**config.mk**
```make
export PLATFORM = sky130hd
export DESIGN_NAME = alu_modport_flat
export DESIGN_NICKNAME = d
export VERILOG_FILES = /design/src/rtl/alu_pkg.sv /design/src/rtl/alu_if.sv /design/src/rtl/alu_comb.sv /design/src/rtl/alu_modport.sv /design/src/flat_wrapper.sv
export SDC_FILE = /design/constraint.sdc
export NUM_CORES = 1
export LEC_CHECK = 0
export CAP_MARGIN = 20
export CORE_ASPECT_RATIO = 0.6
export CORE_MARGIN = 2
export CORE_UTILIZATION = 54
export DETAILED_ROUTE_END_ITERATION = 6
export PLACE_DENSITY = 0.81
export SYNTH_ARGS = -nofsm -noshare
export SYNTH_HDL_FRONTEND = slang
export SYNTH_SLANG_ARGS = --single-unit
```
**constraint.sdc**
```tcl
create_clock -name clk -period 2.4 [get_ports clk]
set_input_delay 0.24 -clock clk [delete_from_list [all_inputs] [get_ports clk]]
set_output_delay 0.24 -clock clk [all_outputs]
set_load 0.005 [all_outputs]
```
**src/rtl/alu_pkg.sv**
```systemverilog
// Shared width and opcode encoding for the registered ALU.
package alu_pkg;

  localparam int WIDTH = 8;

  typedef enum logic [2:0] {
    OP_ADD = 3'd0,
    OP_SUB = 3'd1,
    OP_AND = 3'd2,
    OP_OR  = 3'd3,
    OP_XOR = 3'd4,
    OP_NOT = 3'd5,
    OP_SHL = 3'd6,
    OP_SHR = 3'd7
  } alu_op_e;

endpackage

```
**src/rtl/alu_if.sv**
```systemverilog
// Request/response bus between the ALU, its driver and its monitors.
interface alu_if;
  import alu_pkg::*;

  logic             valid;
  logic [WIDTH-1:0] a;
  logic [WIDTH-1:0] b;
  logic [2:0]       opcode;
  logic [WIDTH-1:0] result;
  logic             carry;

  modport master (
    output valid, a, b, opcode,
    input  result, carry
  );

  modport slave (
    input  valid, a, b, opcode,
    output result, carry
  );

  modport monitor (
    input valid, a, b, opcode, result, carry
  );

endinterface

```
**src/rtl/alu_comb.sv**
```systemverilog
// Combinational datapath: next result and carry/borrow/shift-out for one request.
module alu_comb
  import alu_pkg::*;
(
  input  logic [WIDTH-1:0] i_a,
  input  logic [WIDTH-1:0] i_b,
  input  logic [2:0]       i_opcode,
  output logic [WIDTH-1:0] o_result,
  output logic             o_carry
);

  logic [WIDTH:0] w_wide;
  alu_op_e        w_op;

  assign w_op = alu_op_e'(i_opcode);

  always_comb begin
    w_wide   = '0;
    o_result = '0;
    o_carry  = 1'b0;
    case (w_op)
      OP_ADD: begin
        w_wide   = {1'b0, i_a} + {1'b0, i_b};
        o_result = w_wide[WIDTH-1:0];
        o_carry  = w_wide[WIDTH];
      end
      // Extended subtraction wraps into bit WIDTH exactly when a < b.
      OP_SUB: begin
        w_wide   = {1'b0, i_a} - {1'b0, i_b};
        o_result = w_wide[WIDTH-1:0];
        o_carry  = w_wide[WIDTH];
      end
      OP_AND: o_result = i_a & i_b;
      OP_OR:  o_result = i_a | i_b;
      OP_XOR: o_result = i_a ^ i_b;
      OP_NOT: o_result = ~i_a;
      OP_SHL: begin
        o_result = {i_a[WIDTH-2:0], 1'b0};
        o_carry  = i_a[WIDTH-1];
      end
      OP_SHR: begin
        o_result = {1'b0, i_a[WIDTH-1:1]};
        o_carry  = i_a[0];
      end
      default: begin
        o_result = '0;
        o_carry  = 1'b0;
      end
    endcase
  end

endmodule

```
**src/rtl/alu_modport.sv**
```systemverilog
// Registered ALU: valid-gated output flops with synchronous active-low reset.
module alu_modport
  import alu_pkg::*;
(
  input  logic clk,
  input  logic rst_n,
  alu_if.slave bus
);

  logic [WIDTH-1:0] w_result;
  logic             w_carry;
  logic [WIDTH-1:0] r_result;
  logic             r_carry;

  alu_comb u_alu_comb (
    .i_a      (bus.a),
    .i_b      (bus.b),
    .i_opcode (bus.opcode),
    .o_result (w_result),
    .o_carry  (w_carry)
  );

  // Reset wins over a coincident request, which is dropped.
  always_ff @(posedge clk) begin
    if (!rst_n) begin
      r_result <= '0;
      r_carry  <= 1'b0;
    end else if (bus.valid) begin
      r_result <= w_result;
      r_carry  <= w_carry;
    end
  end

  assign bus.result = r_result;
  assign bus.carry  = r_carry;

endmodule

```
**src/flat_wrapper.sv**
```systemverilog
// flat-port wrapper written by rule: the top's interface ports become plain ports
module alu_modport_flat import alu_pkg::*;
  (clk, rst_n, bus_valid, bus_a, bus_b, bus_opcode, bus_result, bus_carry);
  alu_if bus_i ();
  input  logic clk;
  input  logic rst_n;
  input wire logic [$bits(bus_i.valid)-1:0] bus_valid;
  input wire logic [$bits(bus_i.a)-1:0] bus_a;
  input wire logic [$bits(bus_i.b)-1:0] bus_b;
  input wire logic [$bits(bus_i.opcode)-1:0] bus_opcode;
  output wire logic [$bits(bus_i.result)-1:0] bus_result;
  output wire logic [$bits(bus_i.carry)-1:0] bus_carry;
  assign bus_i.valid = bus_valid;
  assign bus_i.a = bus_a;
  assign bus_i.b = bus_b;
  assign bus_i.opcode = bus_opcode;
  assign bus_result = bus_i.result;
  assign bus_carry = bus_i.carry;
  alu_modport u_core (.clk(clk), .rst_n(rst_n), .bus(bus_i));
endmodule
```
After elaboration in Yosys (flattened, before gate mapping)
Cells that the tools add are included.
{"block": "word_totals", "reg_bits": 9, "latchBits": 0, "rom_bits": 0, "memories": 0, "ram_bits": 0, "word_cells": 18}
{"block": "op_classes", "bitwise": 4, "n_eq_ne": 7, "n_mux": 2, "order_cmp": 0, "add_sub_neg": 2, "n_mul": 0, "n_shift": 0, "reduce_logical": 1, "div": 0}
{"cell": "8-bit case mux with 8 select lines", "count": 1}
{"cell": "3-bit == test (second input constant)", "count": 4}
{"cell": "8-bit by 8-bit adder with 9-bit output", "count": 1}
{"cell": "8-bit by 8-bit subtractor with 9-bit output", "count": 1}
{"cell": "8-bit AND", "count": 1}
{"cell": "8-bit NOT", "count": 1}
{"cell": "8-bit OR", "count": 1}
{"cell": "8-bit bitwise XOR", "count": 1}
{"cell": "3-bit by 2-bit == test with 1-bit output (second input constant)", "count": 2}
{"cell": "1-bit case mux with 4 select lines", "count": 1}
{"cell": "3-bit by 1-bit == test with 1-bit output (second input constant)", "count": 1}
{"cell": "3-bit zero test", "count": 1}

Depth between registers and ports, before layout
{"block": "depth", "word_depth": 2, "ltp_mapped": 9, "depth_no_buf": 9}

Modules after synthesis
A second synthesis with hierarchy kept.
{"block": "unflattened", "cells_unflattened": 237, "area_unflattened_um2": 1770.4}
{"mod": "alu_comb", "instances": 1, "cells_each": 209, "seq_area_each_um2": 0.0, "area_per_inst_um2": 1432.6}
{"mod": "alu_modport", "instances": 1, "cells_each": 28, "seq_area_each_um2": 180.2, "area_per_inst_um2": 337.8}

Worst setup path before layout
Ideal clock, no wire load.
{"block": "synth_path", "path_kind": "input -> register", "from": "in bus_a[0]", "to": "reg u_core.r_result[6] (netlist: u_core.bus.result[6])", "cell_stages": 9, "arrival_ps": 1669, "setup_slack_ps": 613, "setup_time_ps": 118, "path_buffers": 0, "cell_sequence": "inv_1 -> ha_1 -> fa_1 -> o21bai_1 -> nand2b_4 -> nand2_2 -> mux2i_1 -> o221ai_1 -> o2111a_1"}
{"block": "synth_between", "elab_chain_len": 2}
{"element": "start: declaration", "line_no": "flat_wrapper.sv:8", "text": "input wire logic [$bits(bus_i.a)-1:0] bus_a;"}
{"element": "8-bit by 8-bit subtractor with 9-bit output or 8-bit by 8-bit adder with 9-bit output (tied branches)", "line_no": "alu_comb.sv:29, alu_comb.sv:23"}
{"element": "8-bit case mux with 8 select lines (*)", "line_no": "alu_comb.sv:21", "text": "case (w_op)"}
{"element": "end signal: assignment", "line_no": "alu_modport.sv:29", "text": "r_result <= w_result;"}
{"element": "end: declaration", "line_no": "alu_modport.sv:12", "text": "logic [WIDTH-1:0] r_result;"}
Mark *: on every way between the ends. The rest lies on a longest branch, timed or not.
A chain may end at the register's enable or synchronous reset.

Worst setup path in the final report
Same ends and word-level chain as after synthesis.

==> metrics.md <==
| Metric | Value |
|---|---|
| GRT Total Usage | `27.0%` |
| Leakage | `1.05 nW` |
| CP Cell Sequence | `clkdlybuf4s50_1, buf_4, ha_1, fa_1, a21oi_1, nor2_1, o21ai_2, mux2i_1, o21ai_0, o2111a_1` |
| Fin Clk Skew | `0 ps` |
| Post-synth top cells | `25 x ha_1, 23 x inv_1, 20 x nor2_1, 16 x o21ai_0, 15 x a21oi_1` |
| Share of cells above drive strength 1 | `15.8%` |
| Vias | `around 1900` |
| NumNets Final | `334` |
| Most frequent cell after synthesis | `ha_1` |
| Multi-input gate area | `roughly 1400 um2` |
| Initial antenna violation count | `0` |
| # rows | `16` |
| Routability cong. | `0.929` |
| EDFF count, synth | `0` |
| Core box area | `roughly 3200 um2` |
| Worst Path Buf+Inv | `2` |
| Met2 Usage GRT | `38.2%` |
| Post-synth top area cell | `ha_1` |
| HPWL Detailed | `3980 um` |
| Initial Util | `a little under three fifths` |
| Post-synthesis sequential area ratio | `9.96%` |
| DR pass1 iterations | `4` |
| Clock buffer depth | `2` |
| YS warnings | `0` |
| Fraction of registers with async set/reset | `0%` |
| Synth Register Bits | `9` |
| PD cells | `between 300 and 400 nW/um2` |
| Synth area leaders | `ha_1 17%, dfxtp_1 10%, mux2i_1 5.5%, inv_1 4.8%, o21ai_0 4.4%` |
| Post-Syn Instances | `239` |
| GR peak layer | `met1` |
| Die H | `48.8 um` |
| Arr. time, crit path | `between 2000 and 2500 ps` |
| WL per Instance | `15.3 um` |
| Final hold vios | `0` |
| DR DRC count | `0` |
| Pin count of the biggest net entering global routing | `18` |
| Vias per inst | `roughly 5.8` |
| Met3 Track Usage GR | `under 10%` |
| Layout fillers | `265` |
| Mapped Area | `1810 um2` |
| Fin util | `72.6%` |
| Max-cap violation count | `0` |
| Antenna Cells | `0` |
| Final WL | `just over 5000 um` |
| Io pins | `31` |
| Reg clk slew, reported paths | `50 ps` |
| Die area | `roughly 3800 um2` |
| Worst VDD drop | `177 uV` |
| Critical Path Start Type | `primary input` |
| Number of global-route vias before repair | `1678` |
| Highest Clock Rate | `443 MHz` |
| Crit path largest cell delay | `around 440 ps` |
| Power Total | `0.783 mW` |
| Slowest cell on the critical path | `clkdlybuf4s50_1` |
| Clock Sinks | `9` |
| Family with the most delay on the worst path | `adder cells` |
| Worst-margin pin slew | `503 ps` |
| Antenna-violating nets left | `0` |
| Final WS setup | `roughly 140 ps` |
| Starting DRT DRC Count | `around 210` |
| Hold WC Path Type | `reg -> reg` |
| Run status | `complete, no violations` |
| Fin Setup TNS | `0 ps` |
| Setup slack at placement | `-83.7 ps` |
| FF/Latch Area | `180 um2` |
| Syn nets | `between 200 and 300` |
| Setup crit end kind | `flop` |
| Final Slew Violations | `0` |
| Top_reg_cell synth | `dfxtp_1` |
| Port bufs | `30` |
| Grt ovf | `0` |
| Insertion delay to the later sink of the worst-skew pair | `230 ps` |
| Synthesized area per cell | `7.57 um2` |
| WS Path Type | `in -> reg` |
| Minimum clock period | `between 2000 and 2500 ps` |
| Synth unique cells | `57` |
| H-tree Lvls | `1` |
| Final Cycle Share | `94.0%` |
| Clock buffer count from CTS | `3` |
| Slew headroom | `66.4%` |
| Die Width | `a little under 80 um` |
| CTS tree | `built` |
| CP max FO | `4` |
| Layout area overhead | `29.3%` |
| WHS | `472 ps` |
| Yosys top cell area share | `between 15 and 20%` |
| CTS Root Cell | `clkbuf_8` |
| # hold bufs at CTS | `0` |
| Required time worst endpoint | `between 2000 and 3000 ps` |
| Global-route wire length before repair | `8260 um` |
| Met1 Use GR | `43.2%` |
| Setup violators final | `0` |
-- routing by layer --
metal  wire length (um)  vias up
met2               1990       92
met1               2520      859
met4                 21        0
met3                515        4
met5                  0        -
li1                   -      961
-- layout make-up --
class | count | area share (%)
multi-input cells | 188 | 61.8
repair buffers | 60 | 22.5
flip-flops and latches | 9 | 7.70
inverters | 23 | 3.69
well taps | 45 | 2.41
clock buffers | 4 | 1.93
-- where the power goes --
part	internal [mW]	switching, mW	total [mW]
combinational	0.212	0.217	0.430
sequential	0.162	0.00668	0.169
clock	0.116	0.0676	0.184
-- kinds of logic after synthesis --
logic type                 Yosys count  synth area share [%]
AOI/OAI and AO/OA                   78                  29.9
and+or+nand+nor                     66                  19.6
buffers and inverters               42                  10.3
xor gates and xnor gates             4                  1.94
muxes                               13                  8.85
DFF                                  9                  9.96
adders and majority gates           27                  19.5
-- registers in the layout (all words and copies together) (netlist names) --
register,flops
u_core.bus.result,8
u_core.bus.carry,1
-- worst register-to-register path, stage by stage, from the launching register on --
cell and delay (ps):
dfxtp_1 310, nor2b_1 140, a211oi_1 200, a31oi_1 110
-- layout by cell type, fill, tap and decap left out, drive strengths merged, types with 5 or more instances in the layout --
cell / netlist / routed
clkdlybuf4s50: 0 / 30
buf: 12 / 30
ha: 25 / 25
inv: 23 / 23
nor2: 20 / 20
o21ai: 19 / 19
a21oi: 15 / 15
nand2: 11 / 11
mux2i: 10 / 10
dfxtp: 9 / 9
a211oi: 6 / 6
o211ai: 6 / 6
o221ai: 5 / 5
a31oi: 5 / 5
nor3: 5 / 5
o21bai: 5 / 5
-- metrics by stage --
| stage | instances | area [um2] |
|---|---|---|
| 6_report | 329 | 2340 |
| 5_1_grt | 329 | 2340 |
| 4_1_cts | 329 | 2340 |
| 3_5_place_dp | 325 | 2290 |
| 3_3_place_gp | 325 | 2290 |
| 2_1_floorplan | 239 | 1810 |
-- final timing paths --
| kind | endpoint | slack [ps] | cells after the start | from |
|---|---|---|---|---|
| worst max-delay path | u_core.bus.result[6] | 140 | 10 | bus_a[0] |
| worst min-delay path | u_core.bus.result[1] | 470 | 2 | u_core.bus.result[1] |
| worst max register to register | u_core.bus.carry | 1520 | 3 | u_core.bus.carry |
| worst min register to register | u_core.bus.result[1] | 470 | 2 | u_core.bus.result[1] |
-- repair_timing --
| action | 4_1_cts | 5_1_grt |
|---|---|---|
| resized for setup | 0 | 1 |
| setup endpoints to repair | 0 | 1 |
| buffers inserted | 0 | 0 |
(Power assumes the default switching activity.)
